File: src/rtl/pc_fetch_unit.sv
// rtl/pc_fetch_unit.sv - program counter and instruction fetch sequencer feeding the decoder
module pc_fetch_unit #(
    parameter logic [31:0] RESET_PC = 32'h0000_0000,
    parameter int          CNT_W    = 32
) (
    input  logic             clk,
    input  logic             rst,
    input  logic [31:0]      imem_rdata,
    input  logic             branch,
    input  logic             jump,
    input  logic             jumpaddr_src,
    input  logic             branch_cond,
    input  logic [31:0]      rs_data,
    input  logic             stall,
    input  logic             resume,
    output logic [31:0]      imem_addr,
    output logic [31:0]      pc_plus4,
    output logic [31:0]      inst,
    output logic             inst_valid,
    output logic             halted,
    output logic [CNT_W-1:0] retired_cnt
);

    typedef enum logic [1:0] {
        BOOT = 2'd0,
        RUN  = 2'd1,
        HALT = 2'd2
    } state_t;

    state_t      state;
    logic [31:0] pc;
    logic        is_run;
    logic        syscall;
    logic [31:0] br_offset;
    logic [31:0] next_pc;

    assign imem_addr = pc;

    always_comb begin
        pc_plus4   = pc + 32'd4;
        is_run     = (state == RUN);
        inst_valid = is_run;
        inst       = is_run ? imem_rdata : 32'd0;
        syscall    = (imem_rdata[31:26] == 6'b000000) && (imem_rdata[5:0] == 6'b001100);
        br_offset  = {{14{imem_rdata[15]}}, imem_rdata[15:0], 2'b00};

        // jump outranks branch so a malformed decode still picks a single target
        next_pc = pc_plus4;
        if (syscall)
            next_pc = pc_plus4;
        else if (jump && jumpaddr_src)
            next_pc = rs_data & ~32'd3;
        else if (jump)
            next_pc = {pc_plus4[31:28], imem_rdata[25:0], 2'b00};
        else if (branch && branch_cond)
            next_pc = pc_plus4 + br_offset;
    end

    always_ff @(posedge clk or posedge rst) begin
        if (rst) begin
            state       <= BOOT;
            pc          <= RESET_PC;
            halted      <= 1'b0;
            retired_cnt <= '0;
        end else begin
            case (state)
                BOOT: begin
                    state <= RUN;
                end
                RUN: begin
                    // a stalled syscall is simply re-examined on the next unstalled cycle
                    if (!stall) begin
                        pc          <= next_pc;
                        retired_cnt <= retired_cnt + CNT_W'(1);
                        if (syscall) begin
                            state  <= HALT;
                            halted <= 1'b1;
                        end
                    end
                end
                HALT: begin
                    if (resume) begin
                        state  <= RUN;
                        halted <= 1'b0;
                    end
                end
                default: begin
                    state  <= BOOT;
                    halted <= 1'b0;
                end
            endcase
        end
    end

endmodule

File: config.mk
export PLATFORM = sky130hd
export DESIGN_NAME = pc_fetch_unit
export DESIGN_NICKNAME = d
export VERILOG_FILES = /design/src/rtl/pc_fetch_unit.sv
export SDC_FILE = /design/constraint.sdc
export NUM_CORES = 1
export LEC_CHECK = 0
export ABC_AREA = 1
export CORE_MARGIN = 2
export CORE_UTILIZATION = 30
export CTS_BUF_LIST = sky130_fd_sc_hd__clkbuf_4
export DETAILED_ROUTE_END_ITERATION = 10
export HOLD_SLACK_MARGIN = 0.05
export PLACE_DENSITY = 0.51
export SYNTH_ARGS = -nofsm -noshare
export SYNTH_HDL_FRONTEND = slang
export SYNTH_SLANG_ARGS = --single-unit
export TNS_END_PERCENT = 20
File: constraint.sdc
create_clock -name clk -period 7.4 [get_ports clk]
set_input_delay 1.85 -clock clk [delete_from_list [all_inputs] [get_ports clk]]
set_output_delay 1.85 -clock clk [all_outputs]
set_load 0.1 [all_outputs]
==> results of run 1 <==
[through the flow]
| step | instance area (µm²) | utilization (%) | power, W |
|---|---|---|---|
| after floorplan | 7448 | - | 0.001966 |
| after global placement | 9689 | 39.84 | 0.002487 |
| after detailed placement | 9689 | 39.84 | 0.002488 |
| after CTS | 9802 | 40.30 | 0.002717 |
| after global routing | 9802 | 40.30 | 0.002877 |
| final | 9804 | 40.31 | 0.002703 |
[final cells by class]
| cell class | count | area (µm²) | share of cell area (%) |
|---|---|---|---|
| well taps | 324 | 405.4 | 4.135 |
| inverters | 217 | 814.5 | 8.308 |
| multi-input cells | 970 | 4856 | 49.53 |
| clock buffers | 9 | 67.56 | 0.6891 |
| diodes | 1 | 2.502 | 0.02552 |
| flip-flops and latches | 65 | 1627 | 16.59 |
| repair buffers | 200 | 1987 | 20.27 |
| clock inverters | 6 | 45.04 | 0.4594 |
[state kept, by name (all words and copies together), names as in the netlist]
signal       cells
retired_cnt     32
imem_addr       30
state            2
halted           1
[power groups by stage]
stage	clock network, W	registers [W]	logic [W]
finish	0.000217	0.000505	0.00198
detailed placement	0	0.000511	0.00198
global placement	0	0.000512	0.00197
global route	0.000242	0.000518	0.00212
CTS	0.000225	0.000506	0.00199
floorplan	0	0.000883	0.00108
[critical path, delay by kind of cell, from the launching register on]
| family | cells | cell delay, ps |
|---|---|---|
| xor gates and xnor gates | 1 | 530 |
| adders and majority gates | 1 | 330 |
| buffers and inverters | 1 | 1250 |
| DFF | 1 | 450 |
| and+or+nand+nor | 3 | 830 |
[final timing paths]
kind / cells after the start / start / to
setup / recovery: 6 / imem_addr[2] / pc_plus4[16]
hold / removal: 1 / retired_cnt[31] / retired_cnt[31]
setup reg to reg: 16 / imem_addr[2] / imem_addr[30]
hold reg to reg: 1 / retired_cnt[31] / retired_cnt[31]
max in group asynchronous: 3 / rst / imem_addr[11]
min in group asynchronous: 3 / rst / imem_addr[24]
[per-layer routing]
layer	up-vias	part of all wire, %	track usage (%)
li1	4355	-	-
met1	3807	48	31.65
met2	280	43	35.16
met3	34	7.5	5.701
met4	0	2.0	4.748
met5	-	0	0
[cell usage in the layout (no fill, tap or decap), types with 2 or more instances in the layout]
master and count:
conb_1 4, buf_4 6, a21oi_1 57, nand3_1 77, dfrtp_1 65, clkbuf_4 9, nor4_1 3, clkinvlp_4 3
nor2_4 8, inv_2 7, inv_1 210, ha_1 37, clkdlybuf4s50_1 194, o211ai_1 11, nand3b_1 4, a31oi_1 2
nor2_2 7, xnor2_1 11, nand3_2 4, nor3_1 18, nand2_1 447, o221ai_1 2, nor3_2 3, o21bai_1 7
nor2_1 126, o21ai_1 6, o22ai_1 2, xor2_1 35, or2_2 10, o21ai_0 51, a22oi_1 4, a21o_1 4
nand4_1 19, nand2_2 3
[cells by family (layout without fill, tap and decap cells)]
group,after synthesis,after routing,synth area share [%]
AND/OR/NAND/NOR,734,734,42.11
flip-flops,65,65,21.87
other,1,5,0.05042
AO/OA/AOI/OAI,148,148,11.07
adder cells (fa/ha/maj),38,38,6.494
buffers and inverters,250,432,12.99
XOR/XNOR,46,46,5.417
==> qor.yml, run 1 <==
static-leakage-power_nw: 5.040
worst_setup_path_start_kind: "register"
grt_pass1_vias: 8087
ios: 202
maxSlewViolCount: 0
critPathArrivalTime_ps: 3840
wirelength_um: 29580
gp_congestion: 0.9376
syn_area_per_cell_um2: 5.801
cts-resized-gates: 0
hold_class: "register to register"
synth-seq-cells: 65
synth-edff-count: 0
firstDrtPassIters: 6
fin_ws_ps: 1707
status: "complete, no violations"
rows: 57
pwr_density_cell_nw_per_um2: 275.6
async_flop_share_pct: 100.0
finalSetupViolCount: 0
drive_gt1_share_pct: 4.499
rsz0062_at_grt: "false"
cts_tree: "built"
slew_headroom_pct: 26.14
overflow: 0
tightest_slew_ps: 1099
fmax_mhz: 175.7
area_growth_syn_to_layout_pct: 31.83
holdBufCountCts: 0
antenna_found_initial: 1
port_buffers: 195
cts_setup_buffers: 0
grt_usage_pct: 22.62
grt_pass1_wl_um: 45760
hold_ws_ps: 481.6
cts_root_buf: "clkbuf_4"
synth_seq_area_share_pct: 21.87
finalNetCount: 1573
drc: 0
yosysUniqueCellTypes: 43
max_stage_delay_ps: 1250
numCtsBuffers: 9
hold_viol: 0
yosysWarnings: 0
p_sw_w: 0.001741
ant_nets: 0
drtIter0Drc: 572
post-place-cells: 1776
r2r_slack_ps: 3320
cts.clk_slew.worst_paths_ps: 130
fp.dieH_um: 161.5
seqPwrFrac_pct: 18.7
end_kind: "output pin"
maxCapViolCount: 0
place_ws_ps: 1788
required_ps: 5550
critPathMaxFanout: 5
cts_max_level: 3
wl_per_cell_um: 16.51
worst_skew_pair.late_latency_ps: 450
yosysTopAreaCell: "nand2_1"
hpwl_um: 23880
power_frac_clock_pct: 8.0
p_comb_share_pct: 73.3
fin_crit_ps: 5693
vias_per_cell: 4.730
skew_ps: 19.36
path_class: "register to output pin"
layout.cells.non_filler: 1792
grt_max_degree: 66
slowest_stage: "clkdlybuf4s50_1"
netSwitchingFraction_pct: 64.40
initial_core_util_pct: 30.58
intPower_w: 0.0009620
die_area_um2: 26070
synthCells: 1282
num_vias: 8476
synth_top_area_share_pct: 22.56
cts_buffer_depth: 2
clock_sinks: 65
crit_chain: "ha_1 > nand3_1 > nor2_1 > nand3_1 > xor2_1 > clkdlybuf4s50_1"
synth_ff_type: "dfrtp_1"
fill_cells: 2707
tns_ps: 0
core_um2: 24320
yosysMostFrequentCell: "nand2_1"
peakVddDrop_v: 0.0004222
period_share_pct: 76.93
die_w_um: 161.5
worst_path_most_repeated_cell: "nand3_1"
syn_area_um2: 7437
synth_commonest_cells: "nand2_1, inv_1, nor2_1, nand3_1, dfrtp_1"
synth.area.top_cells: "nand2_1, dfrtp_1, inv_1"
Note: power is estimated with default switching activity, not from simulation.
==> run 2: changes to the inputs <==
==> constraint.sdc (replaced) <==
create_clock -name clk -period 5.9 [get_ports clk]
set_input_delay 1.475 -clock clk [delete_from_list [all_inputs] [get_ports clk]]
set_output_delay 1.475 -clock clk [all_outputs]
set_load 0.1 [all_outputs]
==> qor.yml, run 2 (same netlist as run 1, synthesis figures left out) <==
cts_max_level: 3
core_um2: 24320
vias_per_cell: 4.724
hold_class: "register to register"
met3_length_um: 2294
cts_tree: "built"
finalSetupViolCount: 0
cts_buffer_depth: 2
grt_pass1_wl_um: 45160
dr.max_layer_used: "met4"
ant_nets: 0
fin_crit_ps: 5068
num_vias: 8475
rsz0062_at_grt: "false"
final_common_cell: "nand2_1"
critPathArrivalTime_ps: 3590
fp.dieH_um: 161.5
worst_setup_path_start_kind: "register"
grt_max_degree: 49
drive_gt1_share_pct: 6.803
port_buffers: 195
drc: 0
maxSlewViolCount: 0
wl_per_cell_um: 16.41
cts-resized-gates: 0
path_class: "register to output pin"
peakVddDrop_v: 0.0004095
die_area_um2: 26070
wirelength_um: 29450
slew_headroom_pct: 21.10
hold_viol: 0
gp_congestion: 0.9109
fin_area_um2: 9737
total_power_w: 0.003382
final_cell_mix: "nand2_1, inv_1, clkdlybuf4s50_1, nor2_1, nand3_1"
status: "complete, no violations"
grt_usage_pct: 22.36
dr_wl_met2_um: 12780
tightest_slew_ps: 1182
firstDrtPassIters: 5
cts_setup_buffers: 0
required_ps: 4430
ios: 202
top_register: "retired_cnt"
die_w_um: 161.5
initial_core_util_pct: 30.58
skew_ps: 20.11
grt_pass1_vias: 7947
rows: 57
antenna_found_initial: 1
area_growth_syn_to_layout_pct: 30.92
finalNetCount: 1575
tns_ps: 0
largest_reg_flops: 32
drtIter0Drc: 601
static-leakage-power_nw: 5.089
clock_sinks: 65
holdBufCountCts: 0
cts_root_buf: "clkbuf_4"
numCtsBuffers: 9
period_share_pct: 85.90
worst_skew_pair.late_latency_ps: 430
overflow: 0
pwr_density_cell_nw_per_um2: 347.3
diodes: 0
hpwl_um: 24100
maxCapViolCount: 0
critPathMaxFanout: 5
cts.clk_slew.worst_paths_ps: 120
placed_area_um2: 9622
end_kind: "output pin"
wl_met1_um: 13940
fmax_mhz: 197.3
## run 2: routing by layer
metal  vias to the layer above  track usage [%]
met5                         -                0
met4                         0            4.099
li1                       4363                -
met3                        24            5.342
met2                       293            35.04
met1                      3795            31.48
## run 2: power by group
part	total (W)	internal, W	switching (W)
clock network	0.000266	0.0000948	0.000171
registers	0.000633	0.000515	0.000118
logic	0.00248	0.000600	0.00188
total	0.00338	0.00121	0.00217
## run 2: through the flow
step	util, %	worst slack [ps]	hold slack (ps)	std cells
5_1_grt	40.04	599.7	525.4	1794
4_1_cts	40.04	796.1	493.9	1794
6_report	40.04	831.7	491.4	1794
2_1_floorplan	-	358.4	473.5	1285
3_3_place_gp	39.56	1348	468.2	1778
3_5_place_dp	39.56	1315	475.8	1778
## run 2: area by class of cell
type	count	area, µm²
timing repair buffer	202	1919
multi-input combinational	970	4856
sequential	65	1627
clock buffer	11	82.58
tap	324	405.4
inverter	217	814.5
fill	2683	14580
clock inverter	5	32.53
## run 2: path summary, 6_finish.rpt
kind | from | endpoint | slack, ps | cells after the start
min in group asynchronous | rst | imem_addr[31] | 1420 | 2
max in group asynchronous | rst | imem_addr[20] | 3500 | 3
max reg2reg | imem_addr[2] | imem_addr[20] | 1890 | 19
min reg2reg | retired_cnt[31] | retired_cnt[31] | 490 | 1
min | retired_cnt[31] | retired_cnt[31] | 490 | 1
max | imem_addr[2] | pc_plus4[26] | 830 | 7
## run 2: worst max-delay path: stages (launching register included)
cell and delay (ps):
dfrtp_1 440, ha_1 310, nand3_1 210, nor3_1 590, a21o_1 240, nand2_1 130, inv_1 110, clkdlybuf4s50_1 1140
